## config.mk

```make
export PLATFORM = sky130hd
export DESIGN_NAME = writeback_queue
export DESIGN_NICKNAME = d
export VERILOG_FILES = /design/src/rtl/writeback_queue_pkg.sv /design/src/rtl/writeback_queue_load_data_format.sv /design/src/rtl/writeback_queue.sv
export SDC_FILE = /design/constraint.sdc
export NUM_CORES = 1
export LEC_CHECK = 0
export ABC_AREA = 1
export BUFFER_PORTS_ARGS = -buffer_cell sky130_fd_sc_hd__buf_2
export CORE_MARGIN = 5
export CORE_UTILIZATION = 45
export DETAILED_ROUTE_END_ITERATION = 8
export PLACE_DENSITY = 0.75
export SLEW_MARGIN = 25
export SYNTH_ARGS = -nofsm -noshare
export SYNTH_HDL_FRONTEND = slang
export SYNTH_HIERARCHICAL = 1
export SYNTH_SLANG_ARGS = --single-unit
```

## constraint.sdc

```tcl
create_clock -name write_clk -period 5.33 [get_ports write_clk]
set_clock_uncertainty 0.1 [all_clocks]
set_input_delay 0.7995 -clock write_clk [delete_from_list [all_inputs] [get_ports write_clk]]
set_output_delay 0.7995 -clock write_clk [all_outputs]
set_load 0.02 [all_outputs]
```

## src/rtl/writeback_queue_pkg.sv

```systemverilog
// -----------------------------------------------------------------------------
// writeback_queue_pkg
//   Shared constants for the writeback queue: datapath width, the LEGv8 load
//   opcodes whose data needs formatting, the zero-register index, and a helper
//   that classifies a load opcode into the extension it needs.
// -----------------------------------------------------------------------------
package writeback_queue_pkg;

   localparam int          WORD_W    = 64;

   localparam logic [10:0] OP_LDUR   = 11'h7C2;
   localparam logic [10:0] OP_LDURB  = 11'h1C2;
   localparam logic [10:0] OP_LDURH  = 11'h3C2;
   localparam logic [10:0] OP_LDURSW = 11'h5C4;

   localparam logic [4:0]  XZR_REG   = 5'd31;

   typedef enum logic [1:0] {
      FMT_FULL = 2'd0,
      FMT_ZX8  = 2'd1,
      FMT_ZX16 = 2'd2,
      FMT_SX32 = 2'd3
   } load_fmt_e;

   // Unknown load opcodes fall back to the full word.
   function automatic load_fmt_e decode_load_fmt(input logic [10:0] op);
      load_fmt_e fmt;
      case (op)
         OP_LDURB:  fmt = FMT_ZX8;
         OP_LDURH:  fmt = FMT_ZX16;
         OP_LDURSW: fmt = FMT_SX32;
         default:   fmt = FMT_FULL;
      endcase
      return fmt;
   endfunction

endpackage

```

## src/rtl/writeback_queue_load_data_format.sv

```systemverilog
// -----------------------------------------------------------------------------
// load_data_format
//   Combinational formatter for raw data-memory load data.
//   Ports:
//     i_opcode : 11-bit LEGv8 opcode of the load
//     i_raw    : raw WORD-wide data from data memory
//     o_data   : zero/sign-extended or full-word result
// -----------------------------------------------------------------------------
module load_data_format
   import writeback_queue_pkg::*;
#(
   parameter int WORD = WORD_W
) (
   input  logic [10:0]     i_opcode,
   input  logic [WORD-1:0] i_raw,
   output logic [WORD-1:0] o_data
);

   load_fmt_e w_fmt;

   always_comb begin
      w_fmt  = decode_load_fmt(i_opcode);
      o_data = i_raw;
      case (w_fmt)
         FMT_ZX8:  o_data = {{(WORD-8){1'b0}},  i_raw[7:0]};
         FMT_ZX16: o_data = {{(WORD-16){1'b0}}, i_raw[15:0]};
         FMT_SX32: o_data = {{(WORD-32){i_raw[31]}}, i_raw[31:0]};
         default:  o_data = i_raw;
      endcase
   end

endmodule

```

## src/rtl/writeback_queue.sv

```systemverilog
// -----------------------------------------------------------------------------
// writeback_queue
//   In-order queue between execute/memory and the register-file write port.
//   Completed instructions are enqueued; loads wait for their data-memory
//   response; the head entry retires (one per cycle) once it has data.
//   Ports:
//     write_clk, reset_n          : clock, synchronous active-low reset
//     wb_valid / wb_ready         : accept handshake from execute
//     wb_rd, wb_reg_write,
//     wb_mem_to_reg, wb_opcode,
//     wb_alu_result               : instruction payload
//     mem_rsp_valid, mem_rsp_data : in-order load responses
//     rf_write_en/reg/data        : registered register-file write port
//     busy_mask                   : destinations of all pending entries
//     rsp_error                   : sticky, response with no waiting load
// -----------------------------------------------------------------------------
module writeback_queue
   import writeback_queue_pkg::*;
#(
   parameter int DEPTH = 4,
   parameter int WORD  = WORD_W
) (
   input  logic            write_clk,
   input  logic            reset_n,
   input  logic            wb_valid,
   output logic            wb_ready,
   input  logic [4:0]      wb_rd,
   input  logic            wb_reg_write,
   input  logic            wb_mem_to_reg,
   input  logic [10:0]     wb_opcode,
   input  logic [WORD-1:0] wb_alu_result,
   input  logic            mem_rsp_valid,
   input  logic [WORD-1:0] mem_rsp_data,
   output logic            rf_write_en,
   output logic [4:0]      rf_write_reg,
   output logic [WORD-1:0] rf_write_data,
   output logic [31:0]     busy_mask,
   output logic            rsp_error
);

   localparam int PTR_W = $clog2(DEPTH);
   localparam int CNT_W = PTR_W + 1;

   // Entry storage (payload is not reset; r_valid qualifies it)
   logic [4:0]      r_rd   [DEPTH];
   logic            r_m2r  [DEPTH];
   logic [10:0]     r_op   [DEPTH];
   logic [WORD-1:0] r_data [DEPTH];
   logic            r_has  [DEPTH];
   logic [DEPTH-1:0] r_valid;

   logic [PTR_W-1:0] r_head;
   logic [PTR_W-1:0] r_tail;
   logic [CNT_W-1:0] r_count;

   logic            r_rf_write_en;
   logic [4:0]      r_rf_write_reg;
   logic [WORD-1:0] r_rf_write_data;
   logic            r_rsp_error;

   logic             w_ready;
   logic             w_push;
   logic             w_pop;
   logic             w_rsp_found;
   logic             w_rsp_fill;
   logic [PTR_W-1:0] w_rsp_ptr;
   logic [PTR_W-1:0] w_scan_idx;
   logic [WORD-1:0]  w_fmt_data;
   logic [31:0]      w_busy;

   // Acceptance looks at the count before this edge's retire.
   assign w_ready = reset_n && (r_count < CNT_W'(DEPTH));
   assign w_push  = wb_valid && w_ready && wb_reg_write;
   assign w_pop   = r_valid[r_head] && r_has[r_head];

   // Oldest load still waiting for data, scanning from the head. Only state
   // registered before this edge is visible, so a load accepted on the same
   // edge as a response can never be its target.
   always_comb begin
      w_rsp_found = 1'b0;
      w_rsp_ptr   = r_head;
      w_scan_idx  = r_head;
      for (int i = 0; i < DEPTH; i++) begin
         w_scan_idx = r_head + PTR_W'(i);
         if (!w_rsp_found && r_valid[w_scan_idx] && r_m2r[w_scan_idx] &&
             !r_has[w_scan_idx]) begin
            w_rsp_found = 1'b1;
            w_rsp_ptr   = w_scan_idx;
         end
      end
   end

   assign w_rsp_fill = reset_n && mem_rsp_valid && w_rsp_found;

   load_data_format #(
      .WORD (WORD)
   ) u_fmt (
      .i_opcode (r_op[w_rsp_ptr]),
      .i_raw    (mem_rsp_data),
      .o_data   (w_fmt_data)
   );

   // Pending destinations; XZR never stalls decode.
   always_comb begin
      w_busy = '0;
      for (int i = 0; i < DEPTH; i++) begin
         if (r_valid[i]) begin
            w_busy[r_rd[i]] = 1'b1;
         end
      end
      w_busy[XZR_REG] = 1'b0;
   end

   // Payload storage: written on enqueue and on load response. Push and fill
   // never address the same slot (fill targets an already valid entry).
   always_ff @(posedge write_clk) begin
      if (w_push) begin
         r_rd[r_tail]   <= wb_rd;
         r_m2r[r_tail]  <= wb_mem_to_reg;
         r_op[r_tail]   <= wb_opcode;
         r_data[r_tail] <= wb_alu_result;
         r_has[r_tail]  <= !wb_mem_to_reg;
      end
      if (w_rsp_fill) begin
         r_data[w_rsp_ptr] <= w_fmt_data;
         r_has[w_rsp_ptr]  <= 1'b1;
      end
   end

   // Control: pointers, occupancy, retire port and error flag.
   always_ff @(posedge write_clk) begin
      if (!reset_n) begin
         r_head          <= '0;
         r_tail          <= '0;
         r_count         <= '0;
         r_valid         <= '0;
         r_rf_write_en   <= 1'b0;
         r_rf_write_reg  <= '0;
         r_rf_write_data <= '0;
         r_rsp_error     <= 1'b0;
      end else begin
         if (w_push) begin
            r_valid[r_tail] <= 1'b1;
            r_tail          <= r_tail + PTR_W'(1);
         end
         if (w_pop) begin
            r_valid[r_head] <= 1'b0;
            r_head          <= r_head + PTR_W'(1);
            r_rf_write_en   <= (r_rd[r_head] != XZR_REG);
            r_rf_write_reg  <= r_rd[r_head];
            r_rf_write_data <= r_data[r_head];
         end else begin
            r_rf_write_en   <= 1'b0;
         end
         r_count <= r_count + CNT_W'(w_push) - CNT_W'(w_pop);
         if (mem_rsp_valid && !w_rsp_found) begin
            r_rsp_error <= 1'b1;
         end
      end
   end

   assign wb_ready      = w_ready;
   assign busy_mask     = reset_n ? w_busy : 32'd0;
   assign rf_write_en   = r_rf_write_en;
   assign rf_write_reg  = r_rf_write_reg;
   assign rf_write_data = r_rf_write_data;
   assign rsp_error     = r_rsp_error;

endmodule
```

==> summary.txt <==
status = complete, no violations
clk_lat worst skew = 580 ps
Final ANT Viol Nets = 0
Post-route DRC = 0
IO Pins = 254
Synth warnings = 6
setup total negative slack = 0 ps
Iteration-0 DRC Markers = 2368
cell taking the most area after synthesis = edfxtp_1
Hold-fix buffers, CTS = 0
CTS tree = done
Setup Buffers After CTS = 0
Slew headroom = 30.0%
Syn Inst Count = 2575
maximum fanout along the worst path = 68
Via density = 6.02
slowest stage cell on the critical path = a21oi_4
post-CTS resize count = 0
max cap viols = 0
final-report hold violation count = 0
max reg flops = 256
largest net degree at the start of global routing = 115
Final Wtd Congestion = 0.890
Setup WS post-layout = 707 ps
Initial Util = 45.4%
Die ar. = 0.0525 sq mm
CTS clk-pin slew, worst paths = 60 ps
CP top delay family = simple AND/OR/NAND/NOR gates
Die H = 229 um
FP Rows = 80
HP Class = in -> reg
critical path arrival = 4840 ps
Reg with most FFs = r_data
commonest non-fill, non-tap cell in the layout = nand2_1
CP Class = reg -> reg
drt total wl = 72400 um
Port Buf Inserts = 252
fin. max-slew vios = 0
Congestion Overflow GR = 0
# clock sinks = 412
Filler cells = 4297
H-tree lvl count = 2
layout cells sized above 1 = 14.3%
CP peak stage delay = 590 ps
unrepaired setup endpoints after global routing = no
Root Driver = clkbuf_16
Finished Core Util = 51.2%
Inst Count DP = 3258
DRT Pass-1 Iters = 6
most used cell, CP = nand2_1
first-pass GRT wire length = 110000 um
Max VDD drop = 404 uV
Worst Path Required = 5540 ps
synth top area cells = edfxtp_1, nand2_1, nand4_1
Synth Area per Inst = 8.40 sq um
final non-filler cell total = 3352
Layout Nets = 2850
CP cell instances = inv_4, buf_4, nand2_1, nand3_1, nand2_1, nand2_1, nor2_1, nor2_4, nand3_2, nand2_1, nand2_4, nand2_1, nand2_1, nand2_1, nand3_1, inv_2, nand2_1, nor2_2, nand3_2, buf_4, a21oi_4, nor2_1, nand4_1, nand2_1
DR vias = 20200
dpl ws = 768 ps
post-synth top area share = 45.0%
setup violators final = 0
LEAKAGE = 10.2 nW
Slew @ Worst Pin = 1040 ps
Startpoint Class = flip-flop
most frequent cells in the layout = nand2_1, nor2_1, edfxtp_1, nand4_1, buf_2
CTS max path bufs = 3
GR Util All Layers = 26.3%
cell area after synthesis = 0.0216 sq mm
fmax = 0.216 GHz
die width = 229 um
Pwr Density = 493 mW/mm^2
synthesis-to-layout area growth = 12.9%
Final period util = 86.7%
WL per Instance = 21.6 um
vias in the first global route = 19200
register area share after synthesis = 53.1%
Final HPWL DP = 42600 um
worst path bufs/invs = 4
CP endpoint kind = flip-flop
Yosys reg bits = 412
Yosys cell types = 35
initial antenna violation count = 17
fin crit period = 4620 ps
total power draw = 12.0 mW
Synth Net Count = 2736
Num CTS Buffers = 44
Core ar. = 0.0476 sq mm
==> through the flow <==
stage	hold WS [ps]	instance area [sq um]
2_1_floorplan	323	21600
3_3_place_gp	340	22900
3_5_place_dp	349	22900
4_1_cts	307	24400
5_1_grt	316	24400
6_report	336	24400
==> cell usage after synthesis, drive strengths merged <==
cell type	number
o211ai	4
dfxtp	88
nor2	334
o21ai	225
a221oi	3
clkinv	1
buf	128
inv	104
clkbuf	88
fa	1
ha	10
a31oi	75
a41oi	1
a22oi	14
nor3	37
a21oi	50
xor2	1
nand4	296
nand3b	1
conb	1
nand2	714
o22ai	13
nand3	62
edfxtp	324
==> power by group <==
part	internal, mW	switching [mW]
clock	1.79	1.30
combinational	1.10	3.62
sequential	3.93	0.290
total	6.82	5.21
==> path summary, 6_finish.rpt <==
kind / slack, ps / cells after the start / endpoint / from
setup / recovery: 710 / 24 / r_data[1][21]$_DFFE_PP_ / r_head[0]$_SDFFE_PN0P_
hold / removal: 340 / 1 / r_op[1][10]$_DFFE_PP_ / wb_opcode[10]
setup reg to reg: 710 / 24 / r_data[1][21]$_DFFE_PP_ / r_head[0]$_SDFFE_PN0P_
hold reg to reg: 350 / 1 / r_count[2]$_SDFF_PN0_ / r_count[2]$_SDFF_PN0_
==> layer usage <==
layer  part of all wire (%)  GRT usage, %  vias to the layer above
li1                       -             -                     9268
met1                     39          33.9                     9556
met2                     48          43.1                     1138
met3                    8.5          4.50                      212
met4                    4.6          12.8                       10
met5                  0.076             0                        -
==> kinds of logic after synthesis <==
| family | Yosys count | synth area share (%) |
|---|---|---|
| adders and majority gates | 11 | 0.671 |
| AOI/OAI and AO/OA | 385 | 9.75 |
| buffers and inverters | 321 | 6.97 |
| DFF | 412 | 53.1 |
| and+or+nand+nor | 1444 | 29.4 |
| xor gates and xnor gates | 1 | 0.0405 |
| other | 1 | 0.0173 |
==> worst reg2reg max path, delay by kind of cell (launching register included) <==
kind                   cells  cell delay, ps
AO/OA/AOI/OAI              1             610
buffers and inverters      4             970
flip-flops                 1             380
AND/OR/NAND/NOR           19            2320
==> cell type report <==
| cell class | count | area (sq um) | area share (%) |
|---|---|---|---|
| multi-input cells | 1842 | 8740 | 35.8 |
| flip-flops and latches | 412 | 11500 | 47.1 |
| inverters | 105 | 397 | 1.62 |
| diodes | 12 | 30.0 | 0.123 |
| well taps | 615 | 769 | 3.15 |
| clock buffers | 55 | 1180 | 4.84 |
| clock inverters | 27 | 279 | 1.14 |
| repair buffers | 284 | 1520 | 6.22 |
(Power assumes the default switching activity.)
